[config.mk]
export PLATFORM = sky130hd
export DESIGN_NAME = zxuno_register_port_flat
export DESIGN_NICKNAME = d
export VERILOG_FILES = /design/src/rtl/zxuno_regs_pkg.sv /design/src/rtl/zxuno_register_port_if.sv /design/src/rtl/zxuno_strobe_edge.sv /design/src/rtl/zxuno_register_port.sv /design/src/flat_wrapper.sv
export SDC_FILE = /design/constraint.sdc
export NUM_CORES = 1
export LEC_CHECK = 0
export ABC_AREA = 1
export CAP_MARGIN = 20
export CORE_UTILIZATION = 49
export CTS_CLUSTER_DIAMETER = 40
export DETAILED_ROUTE_END_ITERATION = 12
export GPL_ROUTABILITY_DRIVEN = 0
export PLACE_DENSITY = 0.95
export SKIP_LAST_GASP = 1
export SLEW_MARGIN = 25
export SYNTH_ARGS = -nofsm -noshare
export SYNTH_HDL_FRONTEND = slang
export SYNTH_HIERARCHICAL = 1
export SYNTH_SLANG_ARGS = --single-unit
[constraint.sdc]
create_clock -name clk -period 3.3 [get_ports clk]
set_clock_uncertainty 0.15 [all_clocks]
set_input_delay 0.825 -clock clk [delete_from_list [all_inputs] [get_ports clk]]
set_output_delay 0.825 -clock clk [all_outputs]
set_load 0.01 [all_outputs]
[src/rtl/zxuno_regs_pkg.sv]
// ZX-Uno register bus: I/O port map, register numbers, Z80 bus sample type.
// Shared by the register port front end and all downstream register blocks.
package zxuno_regs_pkg;

  localparam logic [15:0] ADDR_PORT_DEF = 16'hFC3B;
  localparam logic [15:0] DATA_PORT_DEF = 16'hFD3B;
  localparam logic [7:0]  ADDR_RST_DEF  = 8'h00;

  localparam logic [7:0] MASTERCONF   = 8'h00;
  localparam logic [7:0] MASTERMAPPER = 8'h01;
  localparam logic [7:0] FLASHSPI     = 8'h02;
  localparam logic [7:0] FLASHCS      = 8'h03;
  localparam logic [7:0] SCANCODE     = 8'h04;
  localparam logic [7:0] KEYBSTAT     = 8'h05;
  localparam logic [7:0] JOYCONF      = 8'h06;
  localparam logic [7:0] KEYMAP       = 8'h07;
  localparam logic [7:0] COREID       = 8'hFF;

  typedef enum logic [1:0] {
    SEL_NONE,
    SEL_ADDR,
    SEL_DATA
  } port_sel_t;

  typedef struct packed {
    logic [15:0] a;
    logic        iorq_n;
    logic        rd_n;
    logic        wr_n;
    logic        m1_n;
    logic [7:0]  data;
  } bus_t;

  // Reset sample looks like a write in progress, so a write still
  // held low when reset lifts is seen as "already active".
  localparam bus_t BUS_RST = '{
    a:      16'h0000,
    iorq_n: 1'b0,
    rd_n:   1'b1,
    wr_n:   1'b0,
    m1_n:   1'b1,
    data:   8'h00
  };

  function automatic logic io_wr_f(bus_t b);
    return !b.iorq_n && !b.wr_n && b.m1_n;
  endfunction

  function automatic logic io_rd_f(bus_t b);
    return !b.iorq_n && !b.rd_n && b.m1_n;
  endfunction

endpackage

[src/rtl/zxuno_register_port_if.sv]
// Z80 I/O bus in, shared register bus out.
// master: CPU/board side driving the Z80 pins; slave: register port.
interface zxuno_register_port_if;
  logic [15:0] a;
  logic        iorq_n;
  logic        rd_n;
  logic        wr_n;
  logic        m1_n;
  logic [7:0]  cpudin;
  logic [7:0]  zxuno_addr;
  logic        zxuno_regrd;
  logic        zxuno_regwr;
  logic [7:0]  din;
  logic [7:0]  dout;
  logic        oe;
  logic        addr_wr;

  modport master (
    output a, iorq_n, rd_n, wr_n, m1_n, cpudin,
    input  zxuno_addr, zxuno_regrd, zxuno_regwr,
    input  din, dout, oe, addr_wr
  );

  modport slave (
    input  a, iorq_n, rd_n, wr_n, m1_n, cpudin,
    output zxuno_addr, zxuno_regrd, zxuno_regwr,
    output din, dout, oe, addr_wr
  );
endinterface

[src/rtl/zxuno_strobe_edge.sv]
// Rising-activity detector: registered level in, one-cycle pulse out.
// Ports: clk, rst_n, level (registered strobe), pulse (first active cycle).
module zxuno_strobe_edge (
  input  logic clk,
  input  logic rst_n,
  input  logic level,
  output logic pulse
);

  logic hist;

  always_ff @(posedge clk or negedge rst_n) begin
    if (!rst_n) hist <= 1'b1;
    else        hist <= level;
  end

  assign pulse = level & ~hist;

endmodule

[src/rtl/zxuno_register_port.sv]
// ZX-Uno register port: FC3Bh/FD3Bh decode, register number latch, strobes.
// Ports: clk, rst_n, bus (slave: Z80 pins in, register bus out).
module zxuno_register_port
  import zxuno_regs_pkg::*;
#(
  parameter logic [15:0] ADDR_PORT = ADDR_PORT_DEF,
  parameter logic [15:0] DATA_PORT = DATA_PORT_DEF,
  parameter logic [7:0]  ADDR_RST  = ADDR_RST_DEF
) (
  input logic                 clk,
  input logic                 rst_n,
  zxuno_register_port_if.slave bus
);

  bus_t      bus_q;
  port_sel_t sel;
  logic      io_wr;
  logic      io_rd;
  logic      wr_pulse;
  logic      rd_ok;
  logic [7:0] addr_q;
  logic [7:0] din_q;
  logic       regwr_q;
  logic       regrd_q;
  logic       oe_q;
  logic       addr_wr_q;

  always_ff @(posedge clk or negedge rst_n) begin
    if (!rst_n) begin
      bus_q <= BUS_RST;
    end else begin
      bus_q <= '{
        a:      bus.a,
        iorq_n: bus.iorq_n,
        rd_n:   bus.rd_n,
        wr_n:   bus.wr_n,
        m1_n:   bus.m1_n,
        data:   bus.cpudin
      };
    end
  end

  assign io_wr = io_wr_f(bus_q);
  assign io_rd = io_rd_f(bus_q);
  // a write wins when rd_n and wr_n are both low
  assign rd_ok = io_rd & ~io_wr;

  always_comb begin
    sel = SEL_NONE;
    unique case (1'b1)
      (bus_q.a == ADDR_PORT): sel = SEL_ADDR;
      (bus_q.a == DATA_PORT): sel = SEL_DATA;
      default:                sel = SEL_NONE;
    endcase
  end

  zxuno_strobe_edge u_wr_edge (
    .clk   (clk),
    .rst_n (rst_n),
    .level (io_wr),
    .pulse (wr_pulse)
  );

  always_ff @(posedge clk or negedge rst_n) begin
    if (!rst_n) begin
      addr_q    <= ADDR_RST;
      din_q     <= 8'h00;
      regwr_q   <= 1'b0;
      regrd_q   <= 1'b0;
      oe_q      <= 1'b0;
      addr_wr_q <= 1'b0;
    end else begin
      regwr_q   <= wr_pulse && sel == SEL_DATA;
      addr_wr_q <= wr_pulse && sel == SEL_ADDR;
      regrd_q   <= rd_ok && sel == SEL_DATA;
      oe_q      <= rd_ok && sel == SEL_ADDR;
      if (wr_pulse && sel == SEL_DATA) din_q  <= bus_q.data;
      if (wr_pulse && sel == SEL_ADDR) addr_q <= bus_q.data;
    end
  end

  assign bus.zxuno_addr  = addr_q;
  assign bus.zxuno_regrd = regrd_q;
  assign bus.zxuno_regwr = regwr_q;
  assign bus.din         = din_q;
  assign bus.dout        = addr_q;
  assign bus.oe          = oe_q;
  assign bus.addr_wr     = addr_wr_q;

endmodule
[src/flat_wrapper.sv]
// flat-port wrapper written by rule: the top's interface ports become plain ports
module zxuno_register_port_flat import zxuno_regs_pkg::*;
#(
  parameter logic [15:0] ADDR_PORT = ADDR_PORT_DEF,
  parameter logic [15:0] DATA_PORT = DATA_PORT_DEF,
  parameter logic [7:0]  ADDR_RST  = ADDR_RST_DEF
)
  (clk, rst_n, bus_a, bus_iorq_n, bus_rd_n, bus_wr_n, bus_m1_n, bus_cpudin, bus_zxuno_addr, bus_zxuno_regrd, bus_zxuno_regwr, bus_din, bus_dout, bus_oe, bus_addr_wr);
  zxuno_register_port_if bus_i ();
  input logic clk;
  input logic rst_n;
  input wire logic [$bits(bus_i.a)-1:0] bus_a;
  input wire logic [$bits(bus_i.iorq_n)-1:0] bus_iorq_n;
  input wire logic [$bits(bus_i.rd_n)-1:0] bus_rd_n;
  input wire logic [$bits(bus_i.wr_n)-1:0] bus_wr_n;
  input wire logic [$bits(bus_i.m1_n)-1:0] bus_m1_n;
  input wire logic [$bits(bus_i.cpudin)-1:0] bus_cpudin;
  output wire logic [$bits(bus_i.zxuno_addr)-1:0] bus_zxuno_addr;
  output wire logic [$bits(bus_i.zxuno_regrd)-1:0] bus_zxuno_regrd;
  output wire logic [$bits(bus_i.zxuno_regwr)-1:0] bus_zxuno_regwr;
  output wire logic [$bits(bus_i.din)-1:0] bus_din;
  output wire logic [$bits(bus_i.dout)-1:0] bus_dout;
  output wire logic [$bits(bus_i.oe)-1:0] bus_oe;
  output wire logic [$bits(bus_i.addr_wr)-1:0] bus_addr_wr;
  assign bus_i.a = bus_a;
  assign bus_i.iorq_n = bus_iorq_n;
  assign bus_i.rd_n = bus_rd_n;
  assign bus_i.wr_n = bus_wr_n;
  assign bus_i.m1_n = bus_m1_n;
  assign bus_i.cpudin = bus_cpudin;
  assign bus_zxuno_addr = bus_i.zxuno_addr;
  assign bus_zxuno_regrd = bus_i.zxuno_regrd;
  assign bus_zxuno_regwr = bus_i.zxuno_regwr;
  assign bus_din = bus_i.din;
  assign bus_dout = bus_i.dout;
  assign bus_oe = bus_i.oe;
  assign bus_addr_wr = bus_i.addr_wr;
  zxuno_register_port #(.ADDR_PORT(ADDR_PORT), .DATA_PORT(DATA_PORT), .ADDR_RST(ADDR_RST)) u_core (.clk(clk), .rst_n(rst_n), .bus(bus_i));
endmodule
==> results of run 1 <==
final timing paths:
kind	start	to	slack (ns)
max	u_core/bus_q[8]	u_core/bus.din[0]	1.02
min	u_core/bus_q[11]	u_core/u_wr_edge/hist	0.27
min in group asynchronous	rst_n	u_core/bus_q[13]	0.38
min reg2reg	u_core/bus_q[11]	u_core/u_wr_edge/hist	0.27
max in group asynchronous	rst_n	u_core/u_wr_edge/hist	2.24
max reg2reg	u_core/bus_q[8]	u_core/bus.din[0]	1.02
per-stage QoR:
step / hold slack (ns) / util, % / setup WS (ns) / instance area (sq um)
floorplan: 0.234 / - / 1.67 / 1840
global placement: 0.250 / 68.7 / 1.23 / 2380
detailed placement: 0.259 / 68.7 / 1.05 / 2380
CTS: 0.272 / 71.1 / 1.03 / 2460
global route: 0.288 / 71.1 / 0.838 / 2470
finish: 0.271 / 71.1 / 1.02 / 2470
worst reg2reg max path: stages (launching register included):
cell,delay [ns]
dfstp_2,0.54
nor3b_1,0.28
inv_1,0.09
nor2_2,0.62
nand3_2,0.31
nand2_1,0.12
nand2_1,0.07
power by group:
part | switching (mW) | total, mW | internal (mW)
clock network | 0.176 | 0.323 | 0.147
logic | 0.0295 | 0.0644 | 0.0349
registers | 0.00846 | 0.628 | 0.619
logic make-up after synthesis:
logic type | count (synthesis) | share of synthesized area (%)
simple gates | 83 | 25.9
flops | 49 | 66.8
buf+inv | 25 | 7.27
placed cells by master (no fill, tap or decap), drive strengths merged:
cell type	count
dfstp	3
clkdlybuf4s50	56
nor3b	1
inv	14
dfrtp	46
nand4	9
clkinv	2
buf	1
nor2	15
clkbuf	6
nand3	11
nand2	47
synth_stat cells:
master and count:
dfrtp_1 46, nand2_1 42, nand3_1 9, buf_4 8, inv_2 8, nand4_1 8
inv_1 6, nor2_2 6, nor2_1 4, dfstp_2 3, nand2_2 3, nor2_4 3
buf_2 2, nand2_4 2, nor2_8 2, buf_6 1, nand3_2 1, nand3_4 1
nand4_4 1, nor3b_1 1
per-layer routing:
| metal | wire, microns | vias to the layer above | share of wire (%) | GRT usage (%) |
|---|---|---|---|---|
| met5 | 0 | - | 0 | 0 |
| met1 | 1180 | 577 | 39 | 20.5 |
| met4 | 52 | 0 | 1.7 | 7.95 |
| li1 | - | 586 | - | - |
| met3 | 215 | 5 | 7.0 | 6.34 |
| met2 | 1600 | 53 | 52 | 29.3 |
registers in the layout, summed over array words and instances (netlist names):
| signal | count |
|---|---|
| u_core/bus.addr_wr | 1 |
| u_core/bus.din | 8 |
| u_core/bus.dout | 8 |
| u_core/bus.oe | 1 |
| u_core/bus.zxuno_regrd | 1 |
| u_core/bus.zxuno_regwr | 1 |
| u_core/bus_q | 28 |
| u_core/u_wr_edge/hist | 1 |
layout make-up:
| type | count | area (sq um) | area share (%) |
|---|---|---|---|
| clock buffer | 6 | 72.6 | 2.94 |
| clock inverter | 2 | 10.0 | 0.406 |
| inverter | 14 | 52.6 | 2.13 |
| multi-input combinational | 83 | 477 | 19.3 |
| sequential | 49 | 1230 | 49.8 |
| tap | 46 | 57.6 | 2.33 |
| timing repair buffer | 57 | 568 | 23.0 |
==> reports/results.tsv, run 1 <==
metric	value	unit
peakVddDrop	0.278	mV
post_cts_buffers	0	
outcome	complete, no violations	
grt_max_degree	50	
yosysTopAreaCell	dfrtp_1	
slowest_stage	nor2_2	
antenna_left	0	
die_area	4000	sq um
hpwl	2320	microns
cts_root_buffer	clkbuf_8	
worstPathArrival	2.32	ns
total_power	1.01	mW
portBuffers	57	
r2r_cells	6	
postSynthAreaPerCell	11.7	sq um
diodes	0	
grt_pass1_wl	5260	microns
cp-end-kind	register	
path_clk_slew	0.08	ns
cts-resized-gates	0	
final_cells	257	
powerDensity	411	nW/um^2
h-tree-depth	2	
yosys_warnings	6	
synth_seq_area_share	66.8	%
critPathLaunchType	register	
vias	1221	
overflow	0	
drive_gt1_share	18.0	%
worst_pin_slew	0.795	ns
grt_usage	17.7	%
nNetsFinal	240	
cts_inserted_buffers	5	
fmax	0.438	GHz
netlist_area	1840	sq um
synthTopCellsByArea	dfrtp_1, nand2_1, dfstp_2	
core_area	3470	sq um
clock_path_buffers	2	
syn_inst	157	
rows	21	
synthesis.nets	187	
worst-path-stages	6	
drt_iter0_drc	60	
hold-path-cell-count	1	
synth-seq-cells	49	
drv_cap	0	
cts_tree	built	
antenna_found_initial	0	
cp_common_cell	nand2_1	
period_needed	2.28	ns
cts_num_sinks	49	
cp_max_fo	19	
power_leakage	1.21	nW
max-slew-margin-rel	46.9	%
start_util	53.1	%
drt_wl_total	3050	microns
syn_to_final_growth	34.1	%
drv_slew	0	
insertion_delay	0.29	ns
path_delay_family	simple AND/OR/NAND/NOR gates	
cts_hold_buf	0	
crit_type	register to register	
fin_setup_tns	0	ns
dp_cells	249	
finalSetupViolCount	0	
viasPerCell	4.75	
drt_first_pass_iters	4	
hold_viol_final	0	
worst_ep_required_time	3.33	ns
holdCritPathClass	register to register	
die_w	63.3	microns
die_y	63.3	microns
crit_chain	nor3b_1 > inv_1 > nor2_2 > nand3_2 > nand2_1 > nand2_1	
synth_top_cell_area_share	62.5	%
max_stage_delay	0.62	ns
drc_errors	0	
crit_buf_inv	1	
wl_per_cell	11.9	microns
yosysUniqueCellTypes	20	
io_pins	58	
period_share	69.2	%
fill_cells	249	
first_global_vias	1197	
rsz0062_at_grt	false	
(Power assumes the default switching activity.)
==> run 2, diff against run 1 <==
Settings changed: CORE_UTILIZATION 49 to 41, PLACE_DENSITY 0.95 to 0.86.
Clock period 3.3 ns to 1.9 ns, I/O delays scaled along.
==> reports/results.tsv, run 2 (same netlist as run 1, synthesis figures left out) <==
metric	value	unit	change
powerDensity	700	nW/um^2	was 411 nW/um^2
overflow	0		unchanged
worst_pin_slew	0.402	ns	was 0.795 ns
period_share	97.9	%	
fill_cells	377		was 249
insertion_delay	0.29	ns	about the same
drt_wl_total	3140	microns	was 3050 microns
path_clk_slew	0.08	ns	about the same
drv_slew	0		unchanged
crit_type	register to output port		was register to register
cp_max_fo	3		was 19
clock_path_buffers	2		unchanged
finalSetupViolCount	0		unchanged
drc_errors	0		unchanged
final_common_cell	clkdlybuf4s50_1		unchanged
outcome	complete, no violations		unchanged
drv_cap	0		unchanged
first_global_vias	1210		was 1197
max-slew-margin-rel	73.2	%	was 46.9%
rows	24		was 21
holdCritPathClass	register to register		unchanged
nNetsFinal	248		was 240
portBuffers	57		unchanged
crit_chain	clkdlybuf4s50_1		was nor3b_1 > inv_1 > nor2_2 > nand3_2 > nand2_1 > nand2_1
crit_buf_inv	1		unchanged
slowest_stage	clkdlybuf4s50_1		was nor2_2
cp-end-kind	output port		was register
hpwl	2390	microns	was 2320 microns
wl_met2	1650	microns	was 1600 microns
antenna_left	0		unchanged
top_layer_used	met4		unchanged
critPathLaunchType	register		unchanged
cts_tree	built		unchanged
regMostFlops	u_core/bus_q		unchanged
preCtsSetupSlack	0.126	ns	was 1.05 ns
h-tree-depth	2		unchanged
cts_num_sinks	49		unchanged
setup_ws	0.0395	ns	was 1.02 ns
max_stage_delay	0.55	ns	was 0.62 ns
vias	1213		was 1221
cts_root_buffer	clkbuf_8		unchanged
wl_per_cell	11.6	microns	was 11.9 microns
worst_ep_required_time	1.27	ns	was 3.33 ns
io_pins	58		unchanged
grt_pass1_wl	5300	microns	was 5260 microns
start_util	42.6	%	was 53.1%
peakVddDrop	0.476	mV	was 0.278 mV
hold_viol_final	0		unchanged
viasPerCell	4.48		was 4.75
die_area	4760	sq um	was 4000 sq um
cts_inserted_buffers	5		unchanged
drt_iter0_drc	74		was 60
period_needed	1.86	ns	
largest_register_ffs	28		unchanged
drt_first_pass_iters	4		unchanged
antenna_found_initial	0		unchanged
fmax	0.537	GHz	
grt_usage	14.6	%	was 17.7%
path_delay_family	buffers and inverters		was simple AND/OR/NAND/NOR gates
detailroute.wirelength.met3	176	microns	was 215 microns
total_power	1.78	mW	was 1.01 mW
power_leakage	1.26	nW	was 1.21 nW
stdcell_area	2540	sq um	was 2470 sq um
worstPathArrival	1.24	ns	was 2.32 ns
mostFrequentLayoutCells	clkdlybuf4s50_1, dfrtp_1, nand2_1		unchanged
wl_met1	1270	microns	was 1180 microns
drive_gt1_share	20.1	%	was 18.0%
die_w	69	microns	was 63.3 microns
diodes	0		unchanged
die_y	69	microns	was 63.3 microns
fin_util	58.7	%	was 71.1%
rsz0062_at_grt	true		was false
grt_max_degree	23		was 50
core_area	4320	sq um	was 3470 sq um
postPlaceCellArea	2420	sq um	was 2380 sq um
syn_to_final_growth	37.9	%	was 34.1%
[run 2: cell types whose count changed in the layout (fill, tap and decap cells not counted), sizes merged]
cell,delta
buf,+7
clkbuf,+1
clkdlybuf4s50,-1
clkinv,-2
clkinvlp,+1
dlygate4sd3,+1
dlymetal6s2s,+1
[run 2: routing by layer]
metal  GRT usage [%]  vias up
met2            25.1       42
met1            16.4      563
met5               0        -
met4            6.12        0
li1                -      604
met3            4.97        4
[run 2: power by group]
| part | switching (mW) | internal [mW] |
|---|---|---|
| combinational | 0.0522 | 0.0660 |
| clock | 0.310 | 0.260 |
| sequential | 0.0142 | 1.08 |
[run 2: timing repair]
action	4_1_cts	5_1_grt
buffers inserted	0	3
hold buffers	1	0
endpoints found under the hold margin	16	0
endpoints found under the setup margin	0	6
resized for setup	0	1
[run 2: per-stage QoR]
stage          hold slack [ns]  cells  TNS, ns
6_report                 0.274    271        0
5_1_grt                  0.289    271  -0.0558
3_5_place_dp             0.257    259        0
3_3_place_gp             0.249    259        0
2_1_floorplan           0.0294    157        0
4_1_cts                  0.270    268        0
[run 2: final cells by class]
class	count	area, sq um	area share [%]
clock buffer	7	76.3	3.01
inverter	14	52.6	2.07
timing repair buffer	65	631	24.8
clock inverter	1	7.51	0.296
sequential	49	1230	48.4
tap	52	65.1	2.56
multi-input combinational	83	477	18.8
[run 2: final timing paths]
check / from / to / cells after the start / slack (ns)
max: u_core/bus.dout[5] / bus_dout[5] / 1 / 0.04
min: u_core/bus_q[9] / u_core/u_wr_edge/hist / 1 / 0.27
max reg2reg: u_core/bus_q[8] / u_core/bus.din[5] / 6 / 0.12
min reg2reg: u_core/bus_q[9] / u_core/u_wr_edge/hist / 1 / 0.27
max in group asynchronous: rst_n / u_core/bus_q[6] / 3 / 0.49
min in group asynchronous: rst_n / u_core/bus_q[18] / 2 / 0.48
